**src/rtl/debug_ctrl_v2.sv**
```systemverilog
// Debug controller: Avalon-MM register file, halt/run/step FSM, PC breakpoints
// and per-stage pipeline enables for a core under debug.
module debug_ctrl_v2 #(
  parameter int N_STAGES = 4,
  parameter int NUM_BP   = 2,
  parameter int CNT_W    = 32
) (
  input  logic                CLK,
  input  logic                RST,
  input  logic                chipselect,
  input  logic                write,
  input  logic                read,
  input  logic [3:0]          address,
  input  logic [31:0]         writedata,
  output logic [31:0]         readdata,
  input  logic [31:0]         pc_in,
  input  logic [31:0]         data_internal,
  output logic                debug,
  output logic [N_STAGES-1:0] enable_ext,
  output logic                enable_pc_ext,
  output logic                tx_flag,
  output logic [2:0]          mode,
  output logic [31:0]         address_bridged,
  output logic [31:0]         data_bridged,
  output logic                halted
);

  localparam int CTRL_W = 7 + NUM_BP;

  localparam logic [1:0] S_IDLE = 2'd0;
  localparam logic [1:0] S_HALT = 2'd1;
  localparam logic [1:0] S_RUN  = 2'd2;
  localparam logic [1:0] S_STEP = 2'd3;

  localparam logic [3:0] A_CTRL     = 4'd0;
  localparam logic [3:0] A_ADDR     = 4'd1;
  localparam logic [3:0] A_DATA     = 4'd2;
  localparam logic [3:0] A_STATUS   = 4'd3;
  localparam logic [3:0] A_STEP_DIV = 4'd4;
  localparam logic [3:0] A_STEP_CNT = 4'd5;
  localparam logic [3:0] A_READBACK = 4'd6;

  logic [1:0]        state_q, state_d;
  logic [CTRL_W-1:0] ctrl_q, ctrl_d;
  logic [31:0]       addr_q, data_q;
  logic [CNT_W-1:0]  step_div_q, presc_q;
  logic [15:0]       step_cnt_q;
  logic [31:0]       bp_addr_q [NUM_BP];
  logic              bp_hit_q;
  logic [2:0]        bp_idx_q;
  logic              tx_q;

  logic              wr_en, rd_en;
  logic              dbg_en, run, step_mode, bp_en;
  logic [2:0]        acc_mode;
  logic [NUM_BP-1:0] bp_mask;
  logic              bp_match, bp_fire, step_pulse, hw_run_clr, en_all;
  logic [2:0]        bp_sel;
  logic [31:0]       rd_mux;

  assign wr_en     = chipselect & write;
  assign rd_en     = chipselect & read;
  assign dbg_en    = ctrl_q[0];
  assign run       = ctrl_q[1];
  assign step_mode = ctrl_q[2];
  assign acc_mode  = ctrl_q[5:3];
  assign bp_en     = ctrl_q[6];
  assign bp_mask   = ctrl_q[CTRL_W-1:7];

  // Scan from the top down so the lowest matching comparator wins.
  always_comb begin
    // NOTE: every always_comb output gets a default first, otherwise a latch is inferred.
    bp_match = 1'b0;
    bp_sel   = 3'd0;
    for (int i = NUM_BP - 1; i >= 0; i--) begin
      if (bp_mask[i] && (pc_in == bp_addr_q[i])) begin
        bp_match = 1'b1;
        bp_sel   = 3'(i);
      end
    end
  end

  assign bp_fire = dbg_en && run && bp_en && bp_match &&
                   ((state_q == S_RUN) || (state_q == S_STEP));

  // A breakpoint match suppresses the pulse so the core halts before it.
  assign step_pulse = (state_q == S_STEP) && dbg_en && run && !bp_fire &&
                      (step_cnt_q != 16'd0) && (presc_q == step_div_q);

  always_comb begin
    state_d    = state_q;
    hw_run_clr = 1'b0;
    if (!dbg_en) begin
      state_d = S_IDLE;
    end else begin
      case (state_q)
        S_IDLE: state_d = S_HALT;
        S_HALT: if (run) state_d = step_mode ? S_STEP : S_RUN;
        S_RUN: begin
          if (!run) begin
            state_d = S_HALT;
          end else if (bp_fire) begin
            state_d    = S_HALT;
            hw_run_clr = 1'b1;
          end
        end
        default: begin
          if (!run) begin
            state_d = S_HALT;
          end else if (bp_fire || (step_cnt_q == 16'd0) ||
                       (step_pulse && (step_cnt_q == 16'd1))) begin
            state_d    = S_HALT;
            hw_run_clr = 1'b1;
          end
        end
      endcase
    end
  end

  // A software CTRL write lands, but a same-cycle hardware run-clear still wins on bit 1.
  always_comb begin
    ctrl_d = ctrl_q;
    if (wr_en && (address == A_CTRL)) ctrl_d = writedata[CTRL_W-1:0];
    if (hw_run_clr) ctrl_d[1] = 1'b0;
  end

  always_comb begin
    rd_mux = 32'd0;
    case (address)
      A_CTRL:     rd_mux = 32'(ctrl_q);
      A_ADDR:     rd_mux = addr_q;
      A_DATA:     rd_mux = data_q;
      A_STATUS:   rd_mux = {27'd0, bp_idx_q, bp_hit_q, (state_q == S_HALT)};
      A_STEP_DIV: rd_mux = 32'(step_div_q);
      A_STEP_CNT: rd_mux = {16'd0, step_cnt_q};
      A_READBACK: rd_mux = data_internal;
      default: begin
        for (int i = 0; i < NUM_BP; i++) begin
          if (address == 4'(8 + i)) rd_mux = bp_addr_q[i];
        end
      end
    endcase
  end

  always_ff @(posedge CLK) begin
    if (RST) begin
      // NOTE: sequential state uses non-blocking assignments only; the small breakpoint array is reset like any other register.
      state_q    <= S_IDLE;
      ctrl_q     <= '0;
      addr_q     <= '0;
      data_q     <= '0;
      step_div_q <= '0;
      step_cnt_q <= '0;
      presc_q    <= '0;
      bp_hit_q   <= 1'b0;
      bp_idx_q   <= 3'd0;
      tx_q       <= 1'b0;
      readdata   <= '0;
      for (int i = 0; i < NUM_BP; i++) bp_addr_q[i] <= '0;
    end else begin
      state_q <= state_d;
      ctrl_q  <= ctrl_d;

      if (wr_en && (address == A_ADDR))     addr_q     <= writedata;
      if (wr_en && (address == A_DATA))     data_q     <= writedata;
      if (wr_en && (address == A_STEP_DIV)) step_div_q <= CNT_W'(writedata);
      for (int i = 0; i < NUM_BP; i++) begin
        if (wr_en && (address == 4'(8 + i))) bp_addr_q[i] <= writedata;
      end

      if (wr_en && (address == A_STEP_CNT)) step_cnt_q <= writedata[15:0];
      else if (step_pulse)                  step_cnt_q <= step_cnt_q - 16'd1;

      // Held at 0 outside STEP, so every entry starts a fresh prescale period.
      if ((state_q != S_STEP) || step_pulse) presc_q <= '0;
      else                                   presc_q <= presc_q + CNT_W'(1);

      if (bp_fire) begin
        bp_hit_q <= 1'b1;
        bp_idx_q <= bp_sel;
      end else if (wr_en && (address == A_STATUS) && writedata[1]) begin
        bp_hit_q <= 1'b0;
        bp_idx_q <= 3'd0;
      end

      tx_q <= wr_en && (address == A_CTRL) && (state_q == S_HALT) && writedata[0] &&
              ((writedata[5:3] == 3'b001) || (writedata[5:3] == 3'b010) ||
               (writedata[5:3] == 3'b101));

      if (rd_en) readdata <= rd_mux;
    end
  end

  assign en_all          = (state_q == S_IDLE) || (state_q == S_RUN) || step_pulse;
  assign enable_ext      = {N_STAGES{en_all}};
  assign enable_pc_ext   = en_all;
  assign debug           = dbg_en;
  assign tx_flag         = tx_q;
  assign mode            = (state_q == S_HALT) ? acc_mode : 3'b000;
  assign halted          = (state_q == S_HALT);
  assign address_bridged = addr_q;
  assign data_bridged    = data_q;

endmodule

```
**config.mk**
```make
export PLATFORM = sky130hd
export DESIGN_NAME = debug_ctrl_v2
export DESIGN_NICKNAME = d
export VERILOG_FILES = /design/src/rtl/debug_ctrl_v2.sv
export SDC_FILE = /design/constraint.sdc
export NUM_CORES = 1
export LEC_CHECK = 0
export CAP_MARGIN = 15
export CORE_ASPECT_RATIO = 0.7
export CORE_MARGIN = 10
export CORE_UTILIZATION = 45
export DETAILED_ROUTE_END_ITERATION = 7
export GPL_ROUTABILITY_DRIVEN = 0
export HOLD_SLACK_MARGIN = 0.1
export PLACE_DENSITY = 0.79
export SLEW_MARGIN = 0
export SYNTH_ARGS = -nofsm -noshare
export SYNTH_HDL_FRONTEND = slang
export SYNTH_SLANG_ARGS = --single-unit
```
**constraint.sdc**
```tcl
create_clock -name CLK -period 8.6 [get_ports CLK]
set_input_delay 1.29 -clock CLK [delete_from_list [all_inputs] [get_ports CLK]]
set_output_delay 1.29 -clock CLK [all_outputs]
set_load 0.02 [all_outputs]
```
==> results.toml <==
[run_status]
status = "finished clean"

[synth]
synth.area.top_cells = "dfxtp_1 (32%), edfxtp_1 (16%), nand2_1 (8.0%), xnor2_1 (5.3%), a21oi_1 (5.2%)"
postSynth.topFlopCell = "dfxtp_1"
synth-seq-area-share_pct = 48.3
mean_cell_area_of_the_mapped_netlist_um2 = 8.92
postSynth.asyncResetShare_pct = 0
synth_area_um2 = 11900
post-synth-top-count-cell = "nand2_1"
ys.warnings.count = 0
ys_top_cells_by_count = "nand2_1 (253), dfxtp_1 (190), a21oi_1 (122)"
synth_seq_cells = 254
syn_nets = 1437
netlist_instances = 1329
share_of_the_synthesized_area_in_the_top_cell_type_pct = 32.1
dominant_cell_type_by_area_after_synthesis = "dfxtp_1"
edff_count_synth = 64
library_cells_used_by_synthesis = 48

[clocking]
total_clock_buffers_created_by_cts = 26
post-cts-setup-buffer-count = 0
tritoncts_num_sinks = 254
postCtsHoldBufs = 0
root_buffer_selected_by_cts = "clkbuf_16"
clock_latency_ps = 540
htreeDepth = 1
cts_tree = "built"
clk_pin_slew_worst_paths_ps = 60
cts-resized-gates = 0
clockBufferDepth = 3

[critical_path]
path_max_fanout = 25
cp.arrival_ps = 4800
data_required_time_of_the_critical_path_ps = 7310
setup.worst_path.start_class = "primary input"
timing.critical_path.to_type = "primary output"
worstSetupPathType = "in -> out"

[routing]
dr_wl_cell_um = 24.7
routed_wl_mm = 46.7
detailedRoute.firstPassIterationCount = 8
via_per_inst = 6.18
drc = 0
vias = 11700
detail-route-antenna-nets = 0
initialDrtViolationCount = 1850

[layout]
synth_to_final_area_change_pct = 27.2
area_used_by_sequential_logic_in_the_layout_um2 = 5730
area_of_the_multi_input_gates_um2 = 5750
fillCellCount = 2213
drive_above_1_share_pct = 5.12
nNetsFinal = 1611
finalNonFillerCells = 1890
post-route-cell-area_um2 = 15100

[job]
cap_violations = 0

[die]
ios = 212
row_count = 49
die_width_um = 214
dieArea_um2 = 33300
die_h_um = 156
core_area_um2 = 25800
initial_core_util_pct = 45.9

[timing]
grt_setup_unrepaired = "no"
max_frequency_mhz = 164
layout_worst_path_cycle_share_pct = 70.9
slew_viol_final = 0
finalHoldViolations = 0
setup-tns-final_ps = 0
final.setup.worst_slack_ps = 2510
worst-slew-pin-transition_ps = 1090
clock_skew_ps = 12.5
report.final.setup_viol = 0
slew_headroom_pct = 26.9
final_period_minus_worst_setup_slack_ps = 6090
whs_ps = 474

[power_and_ir_drop]
vdd_drop_max_v = 0.000125
leakagePower_nw = 4.86
power.density_nw_per_um2 = 176

[placed_design]
dp_cells = 1832
hpwl_mm = 32.5
io_buffer_count = 211
place_ws_ps = 2600
placed_cell_area_um2 = 14200

[global_routing]
grt_pass1_vias = 11100
pin_count_of_the_biggest_net_entering_global_routing = 90
gr-usage-met1_pct = 35.7
grt_overflow_total = 0
antenna_found_initial = 12
gr-usage-all-layers_pct = 26.5
globalRouteMet2Util_pct = 40.2
gr-usage-met3_pct = 7.05
grt_pass1_wl_mm = 69.4
globalRoute.busiestLayer = "met2"

[hold_path]
worst_hold_path_type = "reg -> reg"
[power by group]
group	leakage (nW)	internal [W]	switching, W	total (W)
registers	2.15	0.00125	0.0000295	0.00128
logic	2.31	0.000106	0.000153	0.000259
clock network	0.406	0.000631	0.000479	0.00111
total	4.86	0.00199	0.000662	0.00265
[worst paths after layout]
path                          from               end  slack, ps  depth (start not counted)
setup / recovery          pc_in[7]     enable_pc_ext       2510                          8
hold / removal    data_bridged[22]  data_bridged[22]        470                          2
setup reg to reg     step_cnt_q[4]        presc_q[9]       4700                          7
hold reg to reg   data_bridged[22]  data_bridged[22]        470                          2
[routing by layer]
layer | share of wire (%) | wire, um
met2 | 43 | 20300
met1 | 40 | 18500
met4 | 3.4 | 1570
met5 | 0.066 | 31
met3 | 13 | 6300
[flip-flops by register name, summed over array words and instances (netlist names)]
name             flops
ctrl_q               9
data_bridged        32
bp_addr_q           64
step_cnt_q          16
readdata            32
bp_hit_q             1
address_bridged     32
state_q              2
step_div_q          32
presc_q             32
tx_flag              1
bp_idx_q             1
[placed cells by master (no fill, tap or decap), types with 13 or more instances in the layout]
master             n
buf_4             22
xnor2_1           72
edfxtp_1          64
a221oi_1          30
a22oi_1           51
o21ai_0           35
nand4_1           23
and2_1            40
xor2_1            55
nor2_1            78
nand2_1          252
a22o_1            14
nor4_1            24
or3_1             15
nand3_1           46
clkbuf_16         27
clkdlybuf4s50_1  210
a21oi_1          122
dfxtp_1          190
nand2b_1          13
[kinds of logic (layout without fill, tap and decap cells)]
| logic type | Yosys count | in the layout | share of synthesized area, % |
|---|---|---|---|
| AO/OA/AOI/OAI | 299 | 299 | 16.3 |
| flip-flops | 254 | 254 | 48.3 |
| XOR/XNOR | 127 | 127 | 9.38 |
| AND/OR/NAND/NOR | 550 | 550 | 22.1 |
| other | 0 | 10 | 0 |
| adder cells (fa/ha/maj) | 3 | 3 | 0.317 |
| buffers and inverters | 96 | 290 | 3.62 |
[through the flow]
step / utilization, % / power [W]
detailed placement: 55.1 / 0.00156
CTS: 58.3 / 0.00264
global route: 58.4 / 0.00271
finish: 58.4 / 0.00265
floorplan: - / 0.00141
global placement: 55.1 / 0.00156
[area by class of cell]
class,count,share of cell area [%]
tap,357,2.96
antenna,10,0.166
clock buffer,38,4.95
multi-input combinational,979,38.2
sequential,254,38.0
timing repair buffer,232,15.0
clock inverter,10,0.498
inverter,10,0.249
[critical path, cell delays in order]
cell and delay [ps]:
clkdlybuf4s50_1 500, xor2_1 190, or4_1 470, nor4b_1 370
and4_1 380, or3_1 700, nand2_1 270, clkdlybuf4s50_1 620
No activity file was read; power rests on OpenSTA's default activity.
